==> src/rtl/reg_write_arbiter.sv <==
// Four-requester round-robin arbiter guarding a single shared register.
// A grant lasts one cycle. The write lands only if the winner is still requesting when that cycle ends.
module reg_write_arbiter #(
    parameter int DATA_W = 8
) (
    input  logic                  clk,
    input  logic                  reset,
    input  logic [3:0]            req,
    input  logic [4*DATA_W-1:0]   data_in,
    output logic [3:0]            gnt,
    output logic [3:0]            ack,
    output logic [DATA_W-1:0]     reg_q,
    output logic                  busy,
    output logic [7:0]            wr_count
);

    typedef enum logic {
        IDLE  = 1'b0,
        GRANT = 1'b1
    } state_t;

    state_t              state_q, state_d;
    logic [1:0]          ptr_q, ptr_d;
    logic [1:0]          winner_q, winner_d;
    logic [3:0]          gnt_q, gnt_d;
    logic [3:0]          ack_q, ack_d;
    logic [DATA_W-1:0]   data_q, data_d;
    logic [7:0]          cnt_q, cnt_d;
    logic [1:0]          pick_s;

    // First set request bit, searching upward from p and wrapping modulo 4.
    function automatic logic [1:0] rr_pick(input logic [3:0] r, input logic [1:0] p);
        logic [1:0] idx;
        logic       found;
        rr_pick = p;
        found   = 1'b0;
        for (int k = 0; k < 4; k++) begin
            idx = p + k[1:0];
            if (!found && r[idx]) begin
                rr_pick = idx;
                found   = 1'b1;
            end else begin
                found   = found;
            end
        end
    endfunction

    function automatic logic [3:0] onehot4(input logic [1:0] i);
        onehot4 = 4'b0001 << i;
    endfunction

    // Next-state and output decode for the two-state grant FSM.
    always_comb begin
        state_d  = state_q;
        ptr_d    = ptr_q;
        winner_d = winner_q;
        gnt_d    = 4'b0000;
        ack_d    = 4'b0000;
        data_d   = data_q;
        cnt_d    = cnt_q;
        pick_s   = rr_pick(req, ptr_q);
        case (state_q)
            IDLE: begin
                if (req != 4'b0000) begin
                    winner_d = pick_s;
                    gnt_d    = onehot4(pick_s);
                    ptr_d    = pick_s + 2'd1;
                    state_d  = GRANT;
                end else begin
                    state_d  = IDLE;
                end
            end
            GRANT: begin
                // Data is sampled on the exit edge, not at request time.
                if (req[winner_q]) begin
                    data_d = data_in[winner_q*DATA_W +: DATA_W];
                    ack_d  = onehot4(winner_q);
                    cnt_d  = cnt_q + 8'd1;
                end else begin
                    data_d = data_q;
                end
                state_d = IDLE;
            end
            default: begin
                state_d = IDLE;
            end
        endcase
    end

    // State and output registers with synchronous reset.
    always_ff @(posedge clk) begin
        if (reset) begin
            state_q  <= IDLE;
            ptr_q    <= 2'd0;
            winner_q <= 2'd0;
            gnt_q    <= 4'b0000;
            ack_q    <= 4'b0000;
            data_q   <= '0;
            cnt_q    <= 8'd0;
        end else begin
            state_q  <= state_d;
            ptr_q    <= ptr_d;
            winner_q <= winner_d;
            gnt_q    <= gnt_d;
            ack_q    <= ack_d;
            data_q   <= data_d;
            cnt_q    <= cnt_d;
        end
    end

    assign gnt      = gnt_q;
    assign ack      = ack_q;
    assign reg_q    = data_q;
    assign busy     = (state_q == GRANT);
    assign wr_count = cnt_q;

endmodule

==> config.mk <==
export PLATFORM = sky130hd
export DESIGN_NAME = reg_write_arbiter
export DESIGN_NICKNAME = d
export VERILOG_FILES = /design/src/rtl/reg_write_arbiter.sv
export SDC_FILE = /design/constraint.sdc
export NUM_CORES = 1
export LEC_CHECK = 0
export ABC_AREA = 1
export ABC_CLOCK_PERIOD_IN_PS = 1700
export BUFFER_PORTS_ARGS = -buffer_cell sky130_fd_sc_hd__buf_2
export CAP_MARGIN = 10
export CORE_UTILIZATION = 45
export CTS_BUF_LIST = sky130_fd_sc_hd__clkbuf_4 sky130_fd_sc_hd__clkbuf_8 sky130_fd_sc_hd__clkbuf_16
export CTS_CLUSTER_SIZE = 24
export DETAILED_ROUTE_END_ITERATION = 16
export PLACE_DENSITY = 0.76
export RECOVER_POWER = 25
export SLEW_MARGIN = 10
export SYNTH_ARGS = -nofsm -noshare
export SYNTH_HDL_FRONTEND = slang
export SYNTH_SLANG_ARGS = --single-unit
==> constraint.sdc <==
create_clock -name clk -period 1.7 [get_ports clk]
set_clock_uncertainty 0.2 [all_clocks]
set_input_delay 0.34 -clock clk [delete_from_list [all_inputs] [get_ports clk]]
set_output_delay 0.34 -clock clk [all_outputs]
set_load 0.005 [all_outputs]
After elaboration in Yosys (flattened, before gate mapping). Index checks and enable logic that the tools add are counted. W data, S select, Z words.

Add/sub/neg operators: 5. Order comparisons: 5. Shifts and indexed selects: 3. Mux-type cells: 18. Bitwise operators: 3. Reduce and logical (&&, ||, !) cells: 11.

Operators with widths (number): $shiftx A32 B6 Y8 (1); $lt A2 B3 Y1 const B (5); $bmux W1 S2 (5); $mux W1 (9); $add A8 B1 Y8 const B (1); $shl A1 B2 Y4 const A (2); $mux W2 (3); $reduce_or A3 Y1 (2); $add A2 B1 Y2 const B (2); $add A2 B2 Y2 const B (2); $reduce_and A2 Y1 (2); $reduce_bool A4 Y1 (1); $logic_and A1 B1 Y1 (3); $logic_not A1 Y1 (3); $not A1 Y1 (3); $pmux W1 S2 (1).

Register bits: 29. Output and inout port bits: 25. Word-level logic and storage cells: 52.

Logic depth before layout (Yosys ltp). Gate-level depths: netlist of run 1.

Word-level depth: 13. Depth in mapped cells: 15. Mapped depth without buffers: 14.

Worst setup path after synthesis of run 1. Ideal clock, no wire load.

Path type: register to register. From: register ptr_q[1]. To: register ptr_q[0]. Library setup time: 0.116 ns. Data arrival time: 1.314 ns. Data required time: 1.384 ns. Setup slack: 0.070 ns. Stages on the path, launching flop included: 14. Path buffers: 1. Clock period less this slack: 1.630 ns. Path through: dfxtp_1 -> buf_6 -> inv_4 -> nand2_1 -> nand2_2 -> nand2_1 -> nand2_1 -> nand2_4 -> nor2_4 -> nand2_1 -> nand2_2 -> nand2_1 -> o211ai_1 -> inv_1.

Longest elaborated chain between the ends: 13.

RTL lines: start: declaration (RTL line 23) `logic [1:0] ptr_q, ptr_d;`; start signal: assignment (RTL line 102) `ptr_q <= ptr_d;`; parallel branches: the longest is 11 deep, another holds $add A2 B1 Y2; $mux W2 * (RTL line 39) `if (!found && r[idx]) begin`; $add A2 B1 Y2 * (RTL line 67) `ptr_d = pick_s + 2'd1;`.

Every way passes the cells marked *. The select of a mux whose other input is x is not followed. A chain may end at the register's enable or synchronous reset.

Worst setup path after layout of run 1.
From: register ptr_q[0]. To: register ptr_q[0].

Same word-level chain as after synthesis.

==> results.py, run 1 <==
metrics = {
    "synth": {
        "yosysUniqueCellTypes": 30,
        "ys.flop_type": "dfxtp_1",
        "synth_most_common_cell": "nor2_1",
        "ys_ff_latch": 29,
        "synth-edff-count": 0,
        "postSynthAreaPerCell_um2": 6.83,
        "async_flop_share_pct": 0,
        "synth_commonest_cells": "nor2_1, nand2_1, dfxtp_1, o21ai_0, nand2_2",
        "yosysWarningCount": 0,
        "syn_inst": 259,
        "synth_top_area_share_pct": 32.8,
        "syn_area_um2": 1770,
        "yosysSeqAreaShare_pct": 32.8,
        "yosys-top-cells-area": "dfxtp_1, nor2_1, nand2_1, o21ai_0, nand2_2",
        "syn-num-nets": 298,
        "post-synth-top-area-cell": "dfxtp_1",
    },
    "worst_hold_path": {
        "hold_path_class": "in2reg",
        "min_from": "reset",
    },
    "flow_run": {
        "maxCapViolCount": 0,
    },
    "clock_tree": {
        "cts_hold_buf": 0,
        "path_clk_slew_ns": 0.07,
        "numCtsBuffers": 5,
        "cts_num_sinks": 29,
        "tritoncts": "yes",
        "clock_latency_ns": 0.28,
        "root_buffer": "clkbuf_8",
        "htreeDepth": 2,
        "clockBufferDepth": 2,
    },
    "floorplanning": {
        "initial_core_util_pct": 47.6,
        "fp.dieW_um": 64.7,
        "coreArea_um2": 3720,
        "io_pins": 63,
        "dieArea_um2": 4180,
        "std_cell_rows": 22,
        "die_h_um": 64.7,
    },
    "global_route": {
        "antenna_found_initial": 0,
        "grt.total_usage_pct": 23.1,
        "grt_max_degree": 19,
        "grt_pass1_wl_um": 7720,
        "grt_overflow": 0,
        "grt_pass1_vias": 1891,
    },
    "detailed_routing": {
        "drt_wl_total_um": 4870,
        "ant_nets": 0,
        "firstDrtPassIters": 4,
        "drc": 0,
        "initialDrtViolationCount": 65,
        "vias": 2035,
        "via_per_inst": 5.14,
        "routedWlPerCell_um": 12.3,
    },
    "layout": {
        "design_area_um2": 2570,
        "final_util_pct": 69.3,
        "nets": 386,
        "areaGrowthSynthToFinish_pct": 45.6,
        "drive_above_1_share_pct": 47.7,
        "n_antenna_cell": 0,
        "stdcell_count": 396,
        "nFillCells": 338,
    },
    "setup_path": {
        "crit_type": "reg2reg",
        "crit_fanout": 5,
        "worstSetupStartpointType": "register",
        "crit_required_ns": 1.65,
        "end_kind": "register",
        "arrival_ns": 1.78,
        "startpoint": "ptr_q[0]",
        "reg2reg_from": "ptr_q[0]",
    },
    "placement": {
        "dp_hpwl_um": 3400,
        "place_inst": 379,
        "place.gp.congestion": 0.811,
        "place_area_um2": 2250,
        "numPortBuffers": 62,
    },
    "pwr": {
        "p_int_mw": 2.13,
        "swShare_pct": 45.3,
        "p_leak_nw": 1.27,
        "p_per_area_nw_per_um2": 1520,
        "power_frac_comb_pct": 61.2,
        "p_clk_share_pct": 13.7,
        "ir_worst_vdd_mv": 0.745,
        "seq_power_share_pct": 25.1,
        "p_switching_mw": 1.77,
    },
    "run_status": {
        "violations": "setup timing",
        "status": "finished, violations left",
    },
    "timing": {
        "min_period_ns": 1.83,
        "setup_viol": 5,
        "setup_ws_ns": -0.129,
        "rsz0062_at_grt": "true",
        "relSlewSlack_pct": 74.3,
        "finalHoldViolations": 0,
        "tns_ns": -0.231,
        "slew_viol_final": 0,
        "fmax_mhz": 547,
        "tightest_slew_ns": 0.383,
        "post-route-period-util_pct": 108,
    },
}
[critical path, cell delays in order (launching register included)]
cell and delay [ns]:
dfxtp_4 0.40, buf_6 0.14, nand2_1 0.06, nand2_2 0.10, nand2_2 0.06, nand2_2 0.07
nand2_4 0.06, nor2_4 0.15, nand2_2 0.06, nand2_2 0.10, nand2_2 0.08, o211ai_1 0.16
inv_1 0.06
[area by class of cell]
cell class | instances | area [um^2] | area share [%]
multi-input combinational | 198 | 1170 | 45.6
sequential | 29 | 596 | 23.1
timing repair buffer | 93 | 566 | 22.0
inverter | 20 | 92.6 | 3.60
clock buffer | 5 | 68.8 | 2.67
tap | 48 | 60.1 | 2.33
clock inverter | 3 | 17.5 | 0.680
[flip-flops by register name, indices dropped and copies added (netlist names)]
signal	count
reg_q	8
wr_count	8
ack	4
gnt	4
ptr_q	2
winner_q	2
busy	1
[cells in the final DEF (no fill, tap or decap), types with 3 or more instances in the layout]
master / instances
buf_4: 24
dfxtp_4: 4
a31oi_1: 7
nand3_1: 13
a21oi_1: 7
clkbuf_1: 4
nand2_4: 13
o21ai_1: 4
nand3_2: 10
buf_6: 5
dfxtp_1: 25
nor2_1: 44
nand2_1: 26
inv_1: 15
nand2_2: 26
nor2_4: 3
nor3_1: 4
o21ai_0: 25
buf_2: 58
o21ai_2: 3
clkbuf_8: 5
[metrics by stage]
step / worst slack (ns) / power [mW] / hold slack [ns]
2_1_floorplan: 0.0699 / 2.28 / 0.209
3_3_place_gp: -0.0822 / 2.86 / 0.253
3_5_place_dp: -0.132 / 2.90 / 0.260
4_1_cts: -0.00492 / 3.60 / 0.120
5_1_grt: -0.234 / 4.21 / 0.125
6_report: -0.129 / 3.90 / 0.128
[worst paths after layout]
path / to / slack, ns / cells after the start
setup / recovery: ptr_q[0] / -0.13 / 12
hold / removal: wr_count[5] / 0.13 / 2
hold reg to reg: wr_count[7] / 0.27 / 2
setup reg to reg: ptr_q[0] / -0.13 / 12
[per-layer routing]
layer	vias up	wire, um	GRT usage, %
met5	-	0	0
met4	0	91	7.22
met3	10	233	4.40
met2	65	2490	42.6
met1	939	2050	26.4
li1	1021	-	-
[kinds of logic (layout without fill, tap and decap cells)]
logic type               after synthesis  after routing  share of synthesized area [%]
AO/OA/AOI/OAI                         51             51                           16.1
XOR/XNOR                               1              1                          0.495
flip-flops                            29             29                           32.8
adder cells (fa/ha/maj)                1              1                          0.708
AND/OR/NAND/NOR                      145            145                           41.5
buffers and inverters                 32            121                           8.35
[power by group through the flow]
stage / clock network [mW] / registers, mW / logic [mW]
after detailed placement: 0 / 0.905 / 1.99
final: 0.535 / 0.978 / 2.39
after global placement: 0 / 0.907 / 1.95
after CTS: 0.548 / 0.952 / 2.10
after global routing: 0.583 / 0.997 / 2.63
after floorplan: 0 / 0.900 / 1.38
[timing repair]
item | in CTS | in global routing
endpoints found under the hold margin | 0 | 0
buffers inserted | 4 | 4
pin swaps | 11 | 19
endpoints found under the setup margin | 8 | 27
gates resized for setup | 19 | 44
gates cloned | 1 | 1
Note: power is estimated with default switching activity, not from simulation.
==> run 2, diff against run 1 <==
--- a/config.mk
+++ b/config.mk
@@ -9,11 +9,11 @@
 export ABC_CLOCK_PERIOD_IN_PS = 1700
 export BUFFER_PORTS_ARGS = -buffer_cell sky130_fd_sc_hd__buf_2
 export CAP_MARGIN = 10
-export CORE_UTILIZATION = 45
+export CORE_UTILIZATION = 40
 export CTS_BUF_LIST = sky130_fd_sc_hd__clkbuf_4 sky130_fd_sc_hd__clkbuf_8 sky130_fd_sc_hd__clkbuf_16
 export CTS_CLUSTER_SIZE = 24
 export DETAILED_ROUTE_END_ITERATION = 16
-export PLACE_DENSITY = 0.76
+export PLACE_DENSITY = 0.69
 export RECOVER_POWER = 25
 export SLEW_MARGIN = 10
 export SYNTH_ARGS = -nofsm -noshare
==> run 2 against run 1 <==
Compared with the run above:
- global-route usage shrank 2.1 points
- the flow still finishes with violations (setup timing)
- clock-buffer cell count rose by 2
- non-clock buffer count unchanged
- wire length down 6.8%
- register-to-register slack gained 0.08 ns
- sequential power fell by 3.7%
==> results.py, run 2 (same netlist as run 1, synthesis figures left out) <==
metrics = {
    "worst_hold_path": {
        "hold_path_class": "in2reg",
        "hold_path_depth": 2,
        "min_from": "reset",
        "holdPathEnd": "winner_q[0]",
    },
    "floorplanning": {
        "fp.dieW_um": 68.5,
        "die_h_um": 68.5,
        "io_pins": 63,
        "std_cell_rows": 23,
        "initial_core_util_pct": 43.0,
        "dieArea_um2": 4690,
        "coreArea_um2": 4120,
    },
    "timing": {
        "rsz0062_at_grt": "true",
        "slew_viol_final": 0,
        "setup_viol": 3,
        "holdWs_ns": 0.111,
        "fmax_mhz": 572,
        "tns_ns": -0.0888,
        "setup_ws_ns": -0.0482,
        "tightest_slew_ns": 0.413,
        "post-route-period-util_pct": 103,
        "relSlewSlack_pct": 72.4,
        "min_period_ns": 1.75,
        "finalHoldViolations": 0,
    },
    "setup_path": {
        "r2r-end": "ptr_q[1]",
        "arrival_ns": 1.72,
        "ff2ff_path_depth": 13,
        "crit_required_ns": 1.68,
        "crit_type": "reg2reg",
        "reg2reg_from": "ptr_q[0]",
        "worstSetupStartpointType": "register",
        "rrSetupSlack_ns": -0.05,
        "crit_fanout": 8,
        "end_kind": "register",
    },
    "placement": {
        "place.gp.congestion": 0.813,
        "dp_hpwl_um": 3360,
        "pre_cts_ws_ns": -0.152,
        "place_inst": 385,
        "place_area_um2": 2270,
        "numPortBuffers": 62,
    },
    "global_route": {
        "antenna_found_initial": 0,
        "grt.total_usage_pct": 20.9,
        "grt_max_degree": 22,
        "grt_pass1_vias": 1838,
        "grt_overflow": 0,
        "grt_pass1_wl_um": 7410,
    },
    "clock_tree": {
        "clockBufferDepth": 2,
        "path_clk_slew_ns": 0.06,
        "tritoncts": "yes",
        "htreeDepth": 2,
        "cts_num_sinks": 29,
        "numCtsBuffers": 5,
        "clock_latency_ns": 0.27,
        "root_buffer": "clkbuf_8",
    },
    "layout": {
        "n_antenna_cell": 0,
        "areaGrowthSynthToFinish_pct": 42.8,
        "final_common_cell": "buf_2",
        "nFillCells": 387,
        "design_area_um2": 2520,
        "nets": 386,
        "stdcell_count": 398,
        "drive_above_1_share_pct": 44.8,
        "final_cell_mix": "buf_2, nor2_1, nand2_1",
    },
    "detailed_routing": {
        "via_per_inst": 4.90,
        "ant_nets": 0,
        "routedWlPerCell_um": 11.4,
        "vias": 1951,
        "drc": 0,
        "firstDrtPassIters": 4,
        "drt_wl_total_um": 4540,
        "initialDrtViolationCount": 60,
    },
    "flow_run": {
        "maxCapViolCount": 0,
    },
    "pwr": {
        "p_leak_nw": 1.26,
        "ir_worst_vdd_mv": 0.642,
        "p_per_area_nw_per_um2": 1530,
    },
    "run_status": {
        "violations": "setup timing",
        "status": "finished, violations left",
    },
}
==> run 2: per-layer routing <==
| layer | routed length [um] | global-route usage (%) | vias to the layer above | share of wire [%] |
|---|---|---|---|---|
| met5 | 0 | 0 | - | 0 |
| met4 | 79 | 8.33 | 0 | 1.7 |
| met3 | 218 | 4.33 | 9 | 4.8 |
| met2 | 2310 | 37.4 | 60 | 51 |
| met1 | 1930 | 24.0 | 854 | 43 |
| li1 | - | - | 1028 | - |
==> run 2: repair_timing <==
item | 4_1_cts | 5_1_grt
setup endpoints to repair | 26 | 13
setup buffers | 0 | 5
pin swaps | 3 | 13
hold buffers | 0 | 0
resized for setup | 11 | 24
==> run 2: worst max-delay path, stage by stage, from the launching register on <==
cell and delay [ns]:
dfxtp_4 0.39, buf_8 0.14, nand2_2 0.06, nand2_2 0.10
nand2_2 0.07, nand2_2 0.08, nand2_4 0.06, nor2_4 0.14
buf_4 0.12, nand2_1 0.05, nand3_2 0.08, nand3_2 0.07
nand2_1 0.05, inv_1 0.03
==> run 2: power by group <==
group	switching [mW]	leakage, nW	internal [mW]	total [mW]
Clock	0.253	0.0619	0.493	0.746
Sequential	0.115	0.238	0.826	0.942
Combinational	1.26	0.958	0.925	2.19
==> run 2: stage by stage <==
step / power [mW] / util [%]
floorplan: 2.28 / -
global placement: 2.86 / 55.1
detailed placement: 2.88 / 55.1
CTS: 3.68 / 58.6
global route: 4.16 / 61.4
finish: 3.87 / 61.4
==> run 2: how the worst max path moves through the flow <==
| stage | from | to | cells after the start |
|---|---|---|---|
| floorplan | ptr_q[1] | ptr_q[0] | 13 |
| global placement | winner_q[0] | wr_count[2] | 8 |
| detailed placement | winner_q[0] | wr_count[2] | 8 |
| CTS | ptr_q[0] | ptr_q[0] | 12 |
| global route | winner_q[0] | wr_count[6] | 9 |
| finish | ptr_q[0] | ptr_q[1] | 13 |
==> run 2: area by class of cell <==
class / count / area [um^2] / area share (%)
well taps: 50 / 62.6 / 2.48
clock buffers: 7 / 90.1 / 3.57
multi-input cells: 198 / 1110 / 44.1
clock inverters: 1 / 30.0 / 1.19
repair buffers: 93 / 556 / 22.0
inverters: 20 / 85.1 / 3.37
flip-flops and latches: 29 / 589 / 23.3
==> run 3, diff against run 2 <==
--- a/config.mk
+++ b/config.mk
@@ -10,7 +10,7 @@
 export BUFFER_PORTS_ARGS = -buffer_cell sky130_fd_sc_hd__buf_2
 export CAP_MARGIN = 10
 export CORE_UTILIZATION = 40
-export CTS_BUF_LIST = sky130_fd_sc_hd__clkbuf_4 sky130_fd_sc_hd__clkbuf_8 sky130_fd_sc_hd__clkbuf_16
+export CTS_BUF_LIST = sky130_fd_sc_hd__clkbuf_4
 export CTS_CLUSTER_SIZE = 24
 export DETAILED_ROUTE_END_ITERATION = 16
 export PLACE_DENSITY = 0.69
==> run 3 against run 2 <==
Compared with the run above:
- the run still ends with setup timing left
- first-iteration DRC count rose by 32%
- clock power fell by 26%
- sequential power barely moved
- clock-buffer cell count fell by 1
- cell count fell by 0.25%
- non-clock buffer count fell by 1
- critical path depth fell by 2
- largest cell class unchanged
- highest routed layer unchanged
==> results.py, run 3 (same netlist as run 1, synthesis figures left out) <==
metrics = {
    "detailed_routing": {
        "drt_wl_total_um": 4540,
        "routedWlPerCell_um": 11.4,
        "initialDrtViolationCount": 79,
        "vias": 1932,
        "drc": 0,
        "ant_nets": 0,
        "firstDrtPassIters": 4,
        "via_per_inst": 4.87,
    },
    "layout": {
        "areaGrowthSynthToFinish_pct": 40.5,
        "nets": 385,
        "drive_above_1_share_pct": 43.8,
        "nFillCells": 396,
        "final_cell_mix": "buf_2, nor2_1, nand2_1",
        "design_area_um2": 2480,
        "n_antenna_cell": 0,
        "final_common_cell": "buf_2",
    },
    "clock_tree": {
        "tritoncts": "yes",
        "root_buffer": "clkbuf_4",
        "cts_num_sinks": 29,
        "clock_latency_ns": 0.31,
        "clockBufferDepth": 2,
        "numCtsBuffers": 5,
        "path_clk_slew_ns": 0.09,
        "htreeDepth": 2,
    },
    "floorplanning": {
        "die_h_um": 68.5,
        "io_pins": 63,
        "std_cell_rows": 23,
        "fp.dieW_um": 68.5,
        "dieArea_um2": 4690,
        "coreArea_um2": 4120,
        "initial_core_util_pct": 43.0,
    },
    "timing": {
        "slew_viol_final": 0,
        "fmax_mhz": 580,
        "rsz0062_at_grt": "true",
        "setup_ws_ns": -0.0233,
        "finalHoldViolations": 0,
        "setup_viol": 3,
        "post-route-period-util_pct": 101,
        "min_period_ns": 1.72,
        "tightest_slew_ns": 0.413,
        "relSlewSlack_pct": 72.4,
        "tns_ns": -0.0347,
    },
    "run_status": {
        "violations": "setup timing",
        "status": "finished, violations left",
    },
    "global_route": {
        "met3_usage_pct": 4.50,
        "grt_pass1_wl_um": 7270,
        "met2_usage_pct": 36.0,
        "antenna_found_initial": 0,
        "grt_overflow": 0,
        "grt.total_usage_pct": 20.5,
        "grt_max_degree": 22,
        "grt_pass1_vias": 1820,
        "grt.met1_usage_pct": 23.8,
        "gr-max-usage-layer": "met2",
    },
    "worst_hold_path": {
        "min_from": "reset",
        "hold_path_depth": 2,
        "hold_path_class": "in2reg",
        "holdPathEnd": "winner_q[0]",
    },
    "setup_path": {
        "end_kind": "register",
        "crit_type": "reg2reg",
        "arrival_ns": 1.73,
        "ff2ff_path_depth": 11,
        "worstSetupStartpointType": "register",
        "crit_fanout": 8,
        "reg2reg_from": "ptr_q[0]",
        "r2r-end": "winner_q[1]",
        "crit_required_ns": 1.70,
        "rrSetupSlack_ns": -0.02,
    },
    "pwr": {
        "p_switching_mw": 1.61,
        "ir_worst_vdd_mv": 0.601,
        "swShare_pct": 43.6,
        "seq_power_share_pct": 25.5,
        "power_frac_comb_pct": 59.6,
        "p_int_mw": 2.08,
        "p_clk_share_pct": 14.9,
        "p_leak_nw": 1.24,
        "p_per_area_nw_per_um2": 1490,
    },
    "placement": {
        "place_area_um2": 2270,
        "numPortBuffers": 62,
        "place.gp.congestion": 0.813,
        "dp_hpwl_um": 3360,
    },
    "flow_run": {
        "maxCapViolCount": 0,
    },
}
## run 3: cell types whose count changed in the layout (fill, tap and decap cells not counted), moves of 2 or more
cell and delta:
nand2_4 +2, nand2_2 -2, buf_4 -2, clkbuf_4 +5
clkbuf_8 -6
## run 3: worst max-delay path: stages, from the launching register on
cell and delay (ns):
dfxtp_4 0.40, buf_8 0.14, nand2_2 0.08, nand3_2 0.09
nand2_2 0.08, buf_4 0.14, nor2_2 0.11, nand2_1 0.07
nand3_2 0.09, nand2_2 0.06, nand2_2 0.08, o31ai_1 0.07
## run 3: worst max path at each step
stage / cells after the start / endpoint / startpoint
after global placement: 8 / wr_count[2] / winner_q[0]
after detailed placement: 8 / wr_count[2] / winner_q[0]
final: 11 / winner_q[1] / ptr_q[0]
after CTS: 12 / ptr_q[0] / ptr_q[0]
after floorplan: 13 / ptr_q[0] / ptr_q[1]
after global routing: 9 / wr_count[6] / winner_q[0]
## run 3: power groups by stage
stage	clock network, mW	registers, mW	logic (mW)
floorplan	0	0.900	1.38
global placement	0	0.925	1.93
detailed placement	0	0.925	1.95
global route	0.596	0.960	2.43
finish	0.551	0.940	2.20
CTS	0.566	0.928	1.99
## run 3: metal layers
layer  wire length [um]  vias up
met5                  0        -
met4                 46        0
met3                196        4
met2               2360       60
met1               1940      840
li1                   -     1028
## run 3: through the flow
| step | hold WS, ns | instances | power (mW) | util, % | worst slack [ns] |
|---|---|---|---|---|---|
| finish | 0.0828 | 397 | 3.69 | 60.4 | -0.0233 |
| global route | 0.0706 | 397 | 3.98 | 60.4 | -0.147 |
| CTS | 0.0602 | 393 | 3.48 | 57.6 | 0.00249 |
| detailed placement | 0.266 | 385 | 2.88 | 55.1 | -0.152 |
| global placement | 0.254 | 385 | 2.86 | 55.1 | -0.103 |
| floorplan | 0.209 | 259 | 2.28 | - | 0.0699 |
## run 3: cell type report
class,instances,area (um^2),share of cell area [%]
multi-input combinational,198,1120,44.9
sequential,29,589,23.7
inverter,20,85.1,3.43
clock buffer,6,45.0,1.81
clock inverter,2,33.8,1.36
timing repair buffer,92,552,22.2
tap,50,62.6,2.52
## run 3: timing repair
item                       CTS  global route
setup buffers                0             4
setup endpoints to repair   26            14
pin swaps                    1            13
hold buffers                 0             0
gates resized for setup     11            25
